### config.mk
export PLATFORM = sky130hd
export DESIGN_NAME = toe_cam_ctrl
export DESIGN_NICKNAME = d
export VERILOG_FILES = /design/src/rtl/toe_cam_ctrl.sv
export SDC_FILE = /design/constraint.sdc
export NUM_CORES = 1
export LEC_CHECK = 0
export ABC_CLOCK_PERIOD_IN_PS = 2240
export CORE_AREA = 2 2 183 185
export DETAILED_ROUTE_END_ITERATION = 6
export DIE_AREA = 0 0 185 187
export PLACE_DENSITY = 0.66
export SLEW_MARGIN = 0
export SYNTH_ARGS = -nofsm -noshare
export SYNTH_HDL_FRONTEND = slang
export SYNTH_SLANG_ARGS = --single-unit
### constraint.sdc
create_clock -name Clk -period 2.24 [get_ports Clk]
set_input_delay 0.448 -clock Clk [delete_from_list [all_inputs] [get_ports Clk]]
set_output_delay 0.448 -clock Clk [all_outputs]
set_load 0.05 [all_outputs]
### src/rtl/toe_cam_ctrl.sv
// -----------------------------------------------------------------------------
// toe_cam_ctrl
//
// Session-table controller that sits in front of the 4-entry TOE CAM.
//  - Arbitrates user lookups against insert/delete updates. Updates win.
//  - Issues CAM lookups. A 1-bit tag rides a shift register that matches the
//    CAM latency, so each response can be routed to the user or to the
//    update engine.
//  - Performs an update as read-modify-write: look up the key, then write
//    the entry through the CAM RAM port.
//  - Owns allocation. CAM storage has no reset, so every entry is written to
//    zero after reset, and occupancy is tracked in a local bitmap.
//
// Ports
//  Clk, Rst               clock, synchronous active-high reset
//  LkpReq*/LkpRsp*        user lookup request (valid/ready) and response pulse
//  UpdReq*/UpdRsp*        insert(Op=1)/delete(Op=0) request and completion pulse
//  UsedCnt                number of live entries
//  CamRam*                CAM write port (Op is tied to write)
//  CamLookupReq*/Resp*    CAM lookup port, 2-cycle request-to-response latency
// -----------------------------------------------------------------------------
module toe_cam_ctrl #(
  parameter int K     = 97,
  parameter int V     = 14,
  parameter int N     = 4,
  parameter int A     = 2,
  parameter int D     = 115,
  parameter int VALID = 113
) (
  input  logic         Clk,
  input  logic         Rst,
  input  logic         LkpReqValid,
  output logic         LkpReqReady,
  input  logic [K-1:0] LkpReqKey,
  output logic         LkpRspValid,
  output logic         LkpRspHit,
  output logic [A-1:0] LkpRspAddr,
  output logic [V-1:0] LkpRspValue,
  input  logic         UpdReqValid,
  output logic         UpdReqReady,
  input  logic         UpdReqOp,
  input  logic [K-1:0] UpdReqKey,
  input  logic [V-1:0] UpdReqValue,
  output logic         UpdRspValid,
  output logic         UpdRspOk,
  output logic [A-1:0] UpdRspAddr,
  output logic [A:0]   UsedCnt,
  output logic         CamRamReq,
  output logic         CamRamOp,
  output logic [A-1:0] CamRamAddr,
  output logic [D-1:0] CamRamData,
  output logic         CamLookupReqValid,
  output logic [K-1:0] CamLookupReqKey,
  input  logic         CamLookupRespValid,
  input  logic         CamLookupRespHit,
  input  logic [A-1:0] CamLookupRespAddr,
  input  logic [V-1:0] CamLookupRespValue
);

  // [0] is the cycle the request is on the CAM port; [STAGES] lines up with
  // the CAM response.
  localparam int STAGES = 2;

  typedef enum logic [2:0] {INIT, IDLE, LKP, WAIT, WRITE} state_e;

  state_e          state_q, state_d;
  logic [A-1:0]    init_q, init_d;
  logic [N-1:0]    occ_q, occ_d;

  // Latched update request and the CAM result for its key.
  logic            op_q;
  logic [K-1:0]    key_q;
  logic [V-1:0]    val_q;
  logic            rhit_q;
  logic [A-1:0]    raddr_q;

  logic [STAGES:0] vld_pipe_q, tag_pipe_q;
  logic [K-1:0]    cam_key_q;

  logic            lkp_vld_q, lkp_hit_q;
  logic [A-1:0]    lkp_addr_q;
  logic [V-1:0]    lkp_val_q;

  logic            upd_acc, lkp_acc, rsp_upd, rsp_lkp;
  logic [A-1:0]    free_addr;
  logic            full;
  logic [D-1:0]    ins_word;

  assign CamRamOp          = 1'b1;
  assign CamLookupReqValid = vld_pipe_q[0];
  assign CamLookupReqKey   = cam_key_q;
  assign LkpRspValid       = lkp_vld_q;
  assign LkpRspHit         = lkp_hit_q;
  assign LkpRspAddr        = lkp_addr_q;
  assign LkpRspValue       = lkp_val_q;

  assign upd_acc = UpdReqValid & UpdReqReady;
  assign lkp_acc = LkpReqValid & LkpReqReady;
  // Route the CAM response by the tag that was issued with it.
  assign rsp_upd = vld_pipe_q[STAGES] &  tag_pipe_q[STAGES] & CamLookupRespValid;
  assign rsp_lkp = vld_pipe_q[STAGES] & ~tag_pipe_q[STAGES] & CamLookupRespValid;

  // Lowest-index free slot and occupancy count.
  always_comb begin
    free_addr = '0;
    full      = &occ_q;
    for (int i = N-1; i >= 0; i--) begin
      if (!occ_q[i]) free_addr = A'(i);
    end
    UsedCnt = '0;
    for (int i = 0; i < N; i++) begin
      UsedCnt = UsedCnt + (A+1)'(occ_q[i]);
    end
  end

  always_comb begin
    ins_word               = '0;
    ins_word[K-1:0]        = key_q;
    ins_word[K+V-1:K]      = val_q;
    ins_word[VALID]        = 1'b1;
  end

  // Next state and combinational outputs. Everything is held quiet while
  // Rst is high, so an aborted update never writes or reports completion.
  always_comb begin
    state_d     = state_q;
    init_d      = init_q;
    occ_d       = occ_q;
    LkpReqReady = 1'b0;
    UpdReqReady = 1'b0;
    UpdRspValid = 1'b0;
    UpdRspOk    = 1'b0;
    UpdRspAddr  = '0;
    CamRamReq   = 1'b0;
    CamRamAddr  = '0;
    CamRamData  = '0;
    if (!Rst) begin
      unique case (state_q)
        INIT: begin
          CamRamReq  = 1'b1;
          CamRamAddr = init_q;
          init_d     = init_q + 1'b1;
          if (init_q == A'(N-1)) state_d = IDLE;
        end
        IDLE: begin
          UpdReqReady = 1'b1;
          LkpReqReady = ~UpdReqValid;
          if (UpdReqValid) state_d = LKP;
        end
        LKP: begin
          state_d = WAIT;
        end
        WAIT: begin
          // Older user lookups may still be draining; only the tagged
          // response moves us on.
          if (rsp_upd) state_d = WRITE;
        end
        WRITE: begin
          UpdRspValid = 1'b1;
          state_d     = IDLE;
          if (op_q) begin
            if (rhit_q) begin
              CamRamReq  = 1'b1;
              CamRamAddr = raddr_q;
              CamRamData = ins_word;
              UpdRspOk   = 1'b1;
              UpdRspAddr = raddr_q;
            end else if (!full) begin
              CamRamReq  = 1'b1;
              CamRamAddr = free_addr;
              CamRamData = ins_word;
              UpdRspOk   = 1'b1;
              UpdRspAddr = free_addr;
              occ_d[free_addr] = 1'b1;
            end
          end else if (rhit_q) begin
            CamRamReq  = 1'b1;
            CamRamAddr = raddr_q;
            UpdRspOk   = 1'b1;
            UpdRspAddr = raddr_q;
            occ_d[raddr_q] = 1'b0;
          end
        end
        default: state_d = INIT;
      endcase
    end
  end

  always_ff @(posedge Clk) begin
    if (Rst) begin
      state_q    <= INIT;
      init_q     <= '0;
      occ_q      <= '0;
      op_q       <= 1'b0;
      key_q      <= '0;
      val_q      <= '0;
      rhit_q     <= 1'b0;
      raddr_q    <= '0;
      vld_pipe_q <= '0;
      tag_pipe_q <= '0;
      cam_key_q  <= '0;
      lkp_vld_q  <= 1'b0;
      lkp_hit_q  <= 1'b0;
      lkp_addr_q <= '0;
      lkp_val_q  <= '0;
    end else begin
      state_q    <= state_d;
      init_q     <= init_d;
      occ_q      <= occ_d;
      vld_pipe_q <= {vld_pipe_q[STAGES-1:0], upd_acc | lkp_acc};
      tag_pipe_q <= {tag_pipe_q[STAGES-1:0], upd_acc};
      if (upd_acc)      cam_key_q <= UpdReqKey;
      else if (lkp_acc) cam_key_q <= LkpReqKey;
      if (upd_acc) begin
        op_q  <= UpdReqOp;
        key_q <= UpdReqKey;
        val_q <= UpdReqValue;
      end
      if (rsp_upd) begin
        rhit_q  <= CamLookupRespHit;
        raddr_q <= CamLookupRespAddr;
      end
      lkp_vld_q  <= rsp_lkp;
      lkp_hit_q  <= rsp_lkp & CamLookupRespHit;
      lkp_addr_q <= (rsp_lkp & CamLookupRespHit) ? CamLookupRespAddr  : '0;
      lkp_val_q  <= (rsp_lkp & CamLookupRespHit) ? CamLookupRespValue : '0;
    end
  end

endmodule

==> impl_metrics.env <==
export IMPL_avgSynthCellArea_um2=8.22
export IMPL_grt_max_degree=131
export IMPL_power_density_mw_per_mm2=751
export IMPL_slew_headroom=0.457
export IMPL_fmax_mhz=383
export IMPL_antenna_left=0
export IMPL_post_dp_hpwl_um=26100
export IMPL_vias=10200
export IMPL_finalInstanceArea_mm2=0.0182
export IMPL_cp_arrival_ps=2170
export IMPL_place_area_mm2=0.0165
export IMPL_clk_pin_slew_ps=60
export IMPL_synth_edff_count=0
export IMPL_routedWlPerCell_um=18.7
export IMPL_worst_pin_slew_ps=815
export IMPL_htree_levels=1
export IMPL_synth_main_ff_cell="dfxtp_1"
export IMPL_place_congestion=0.825
export IMPL_dp_cells=2054
export IMPL_fin_ws_ps=-374
export IMPL_chipWidth_um=185
export IMPL_finalSetupTns_ps=-38830
export IMPL_grt_pass1_vias=10200
export IMPL_period_minus_slack_ps=2610
export IMPL_start_util=0.299
export IMPL_totalWireLength_um=39700
export IMPL_instances_no_fill=2129
export IMPL_area_delta_synth_final_pct=85.4
export IMPL_criticalPathCategory="reg -> out"
export IMPL_endpoint_kind="output port"
export IMPL_viasPerCell=4.77
export IMPL_min_to="init_q[1]"
export IMPL_coreArea_mm2=0.0329
export IMPL_startpoint_type="flop"
export IMPL_synth_top_family_by_area="simple AND/OR/NAND/NOR gates"
export IMPL_violations="negative setup slack"
export IMPL_synthMuxAreaShare=0.00408
export IMPL_hp_start="Rst"
export IMPL_status="finished with violations"
export IMPL_holdCritPathClass="in -> reg"
export IMPL_ys_ff_latch=245
export IMPL_syn_cell_area_mm2=0.00981
export IMPL_die_h_um=187
export IMPL_dr_pass1_iters=5
export IMPL_power_mw=13.7
export IMPL_ys_types=44
export IMPL_yosys_area_share_simple=0.276
export IMPL_drv_slew=0
export IMPL_final_cell_mix="334 x clkdlybuf4s50_1, 326 x nand2_1, 236 x dfxtp_1"
export IMPL_clk_latency_ps=550
export IMPL_period_share=1.17
export IMPL_grt_usage=0.215
export IMPL_worstPathMaxFanout=6
export IMPL_leakage_nw=7.03
export IMPL_nets=1899
export IMPL_dieArea_mm2=0.0346
export IMPL_layout_commonest_cell="clkdlybuf4s50_1"
export IMPL_setup_viol=119
export IMPL_cp_startpoint="occ_q[0]"
export IMPL_finalHoldViolations=0
export IMPL_finalClockSkew_ps=15.0
export IMPL_drive_above_1_share=0.226
export IMPL_first_iter_violations=530
export IMPL_ff2ff_path_depth=9
export IMPL_dpl_worst_slack_ps=-112
export IMPL_clock_sinks=245
export IMPL_synth_compound_area_frac=0.154
export IMPL_drc=0
export IMPL_synth_cells=1194
export IMPL_antenna_cells=0
export IMPL_hold_path_depth=3
export IMPL_synth_warnings=0
export IMPL_cts_tree="yes"
export IMPL_portBuffers=470
export IMPL_crit_required_ps=1790
export IMPL_grt_pass1_wl_um=58600
export IMPL_rows=67
export IMPL_rsz0062_at_grt="yes"
export IMPL_cts_inserted_buffers=28
export IMPL_antenna_found_initial=0
export IMPL_yosysSeqAreaShare=0.500
export IMPL_ir_worst_vdd_mv=0.621
export IMPL_yosys_area_share_xor_xnor=0.00179
export IMPL_cts_root_buf="clkbuf_16"
export IMPL_grt_overflow_total=0
export IMPL_synthArstFlopShare=0
export IMPL_reg2reg_to="CamLookupReqKey[35]"
export IMPL_ios=475
export IMPL_reg2reg_setup_slack_ps=190
export IMPL_rr_startpoint="state_q[2]"
export IMPL_synth_fa_ha_area_frac=0.00842
export IMPL_cap_violations=0
export IMPL_clock_path_buffers=3
## per-layer routing
metal | GRT usage | vias to the layer above | wire length [µm]
met5 | 0 | - | 0
met3 | 0.0596 | 74 | 3260
met4 | 0.0711 | 0 | 1260
met1 | 0.246 | 4749 | 15500
met2 | 0.382 | 387 | 19700
li1 | - | 4948 | -
## cells by family (layout without fill, tap and decap cells)
family | Yosys count | after routing
AND/OR/NAND/NOR | 601 | 601
flip-flops | 245 | 245
AO/OA/AOI/OAI | 221 | 221
buffers and inverters | 113 | 598
adder cells (fa/ha/maj) | 6 | 6
multiplexers | 4 | 4
other | 2 | 4
XOR/XNOR | 2 | 2
## area by class of cell
| cell class | count | area (µm²) |
|---|---|---|
| clock buffer | 39 | 813 |
| clock inverter | 10 | 156 |
| fill | 2905 | 14700 |
| inverter | 8 | 32.5 |
| multi-input combinational | 838 | 4760 |
| sequential | 245 | 4920 |
| tap | 448 | 561 |
| timing repair buffer | 541 | 6950 |
## what timing repair did
action | CTS | global route
setup buffers | 12 | 5
resized for setup | 109 | 40
gates cloned | 7 | 4
endpoints found under the setup margin | 128 | 127
hold buffers | 0 | 0
pin swaps | 20 | 35
## sequential cells by signal, summed over array words and instances (netlist names), 3 cells and up
register and cells:
CamLookupReqKey 97, key_q 97, LkpRspValue 14, val_q 14
occ_q 4, state_q 3, tag_pipe_q 3, vld_pipe_q 3
## Yosys cell counts (all sizes together), types with 8 or more instances
cell / instances / area share
nand2: 328 / 0.13
dfxtp: 245 / 0.50
and2: 112 / 0.071
nor2: 106 / 0.041
a21oi: 105 / 0.054
a311oi: 98 / 0.087
buf: 53 / 0.031
clkbuf: 52 / 0.021
and3: 18 / 0.011
nand3b: 14 / 0.011
nor2b: 9 / 0.0057
inv: 8 / 0.0031
## stage by stage
| step | hold slack (ps) | util |
|---|---|---|
| 6_report | 393 | 0.554 |
| 5_1_grt | 387 | 0.554 |
| 4_1_cts | 350 | 0.547 |
| 3_5_place_dp | 428 | 0.501 |
| 3_3_place_gp | 416 | 0.501 |
| 2_1_floorplan | 414 | - |
## power breakdown
group | internal [mW] | total (mW) | switching, mW
combinational | 1.50 | 3.74 | 2.24
clock | 2.98 | 4.85 | 1.88
sequential | 4.81 | 5.07 | 0.263
total | 9.28 | 13.7 | 4.38
## worst max-delay path, cell delays in order, from the launching register on
cell and delay (ps):
dfxtp_4 360, ha_4 170, nand3_4 90, nor2_4 50
nor3_4 190, buf_12 150, buf_8 150, clkbuf_16 170
and2_2 170, buf_12 130
## worst max-delay path by stage
stage	to	cells past startpoint	slack (ps)
floorplan	CamRamAddr[0]	5	-320
global placement	CamRamData[16]	7	-90
detailed placement	CamRamData[6]	7	-110
CTS	CamRamData[85]	9	-400
global route	CamRamData[29]	9	-430
finish	CamRamData[29]	9	-370
Note: power is estimated with default switching activity, not from simulation.
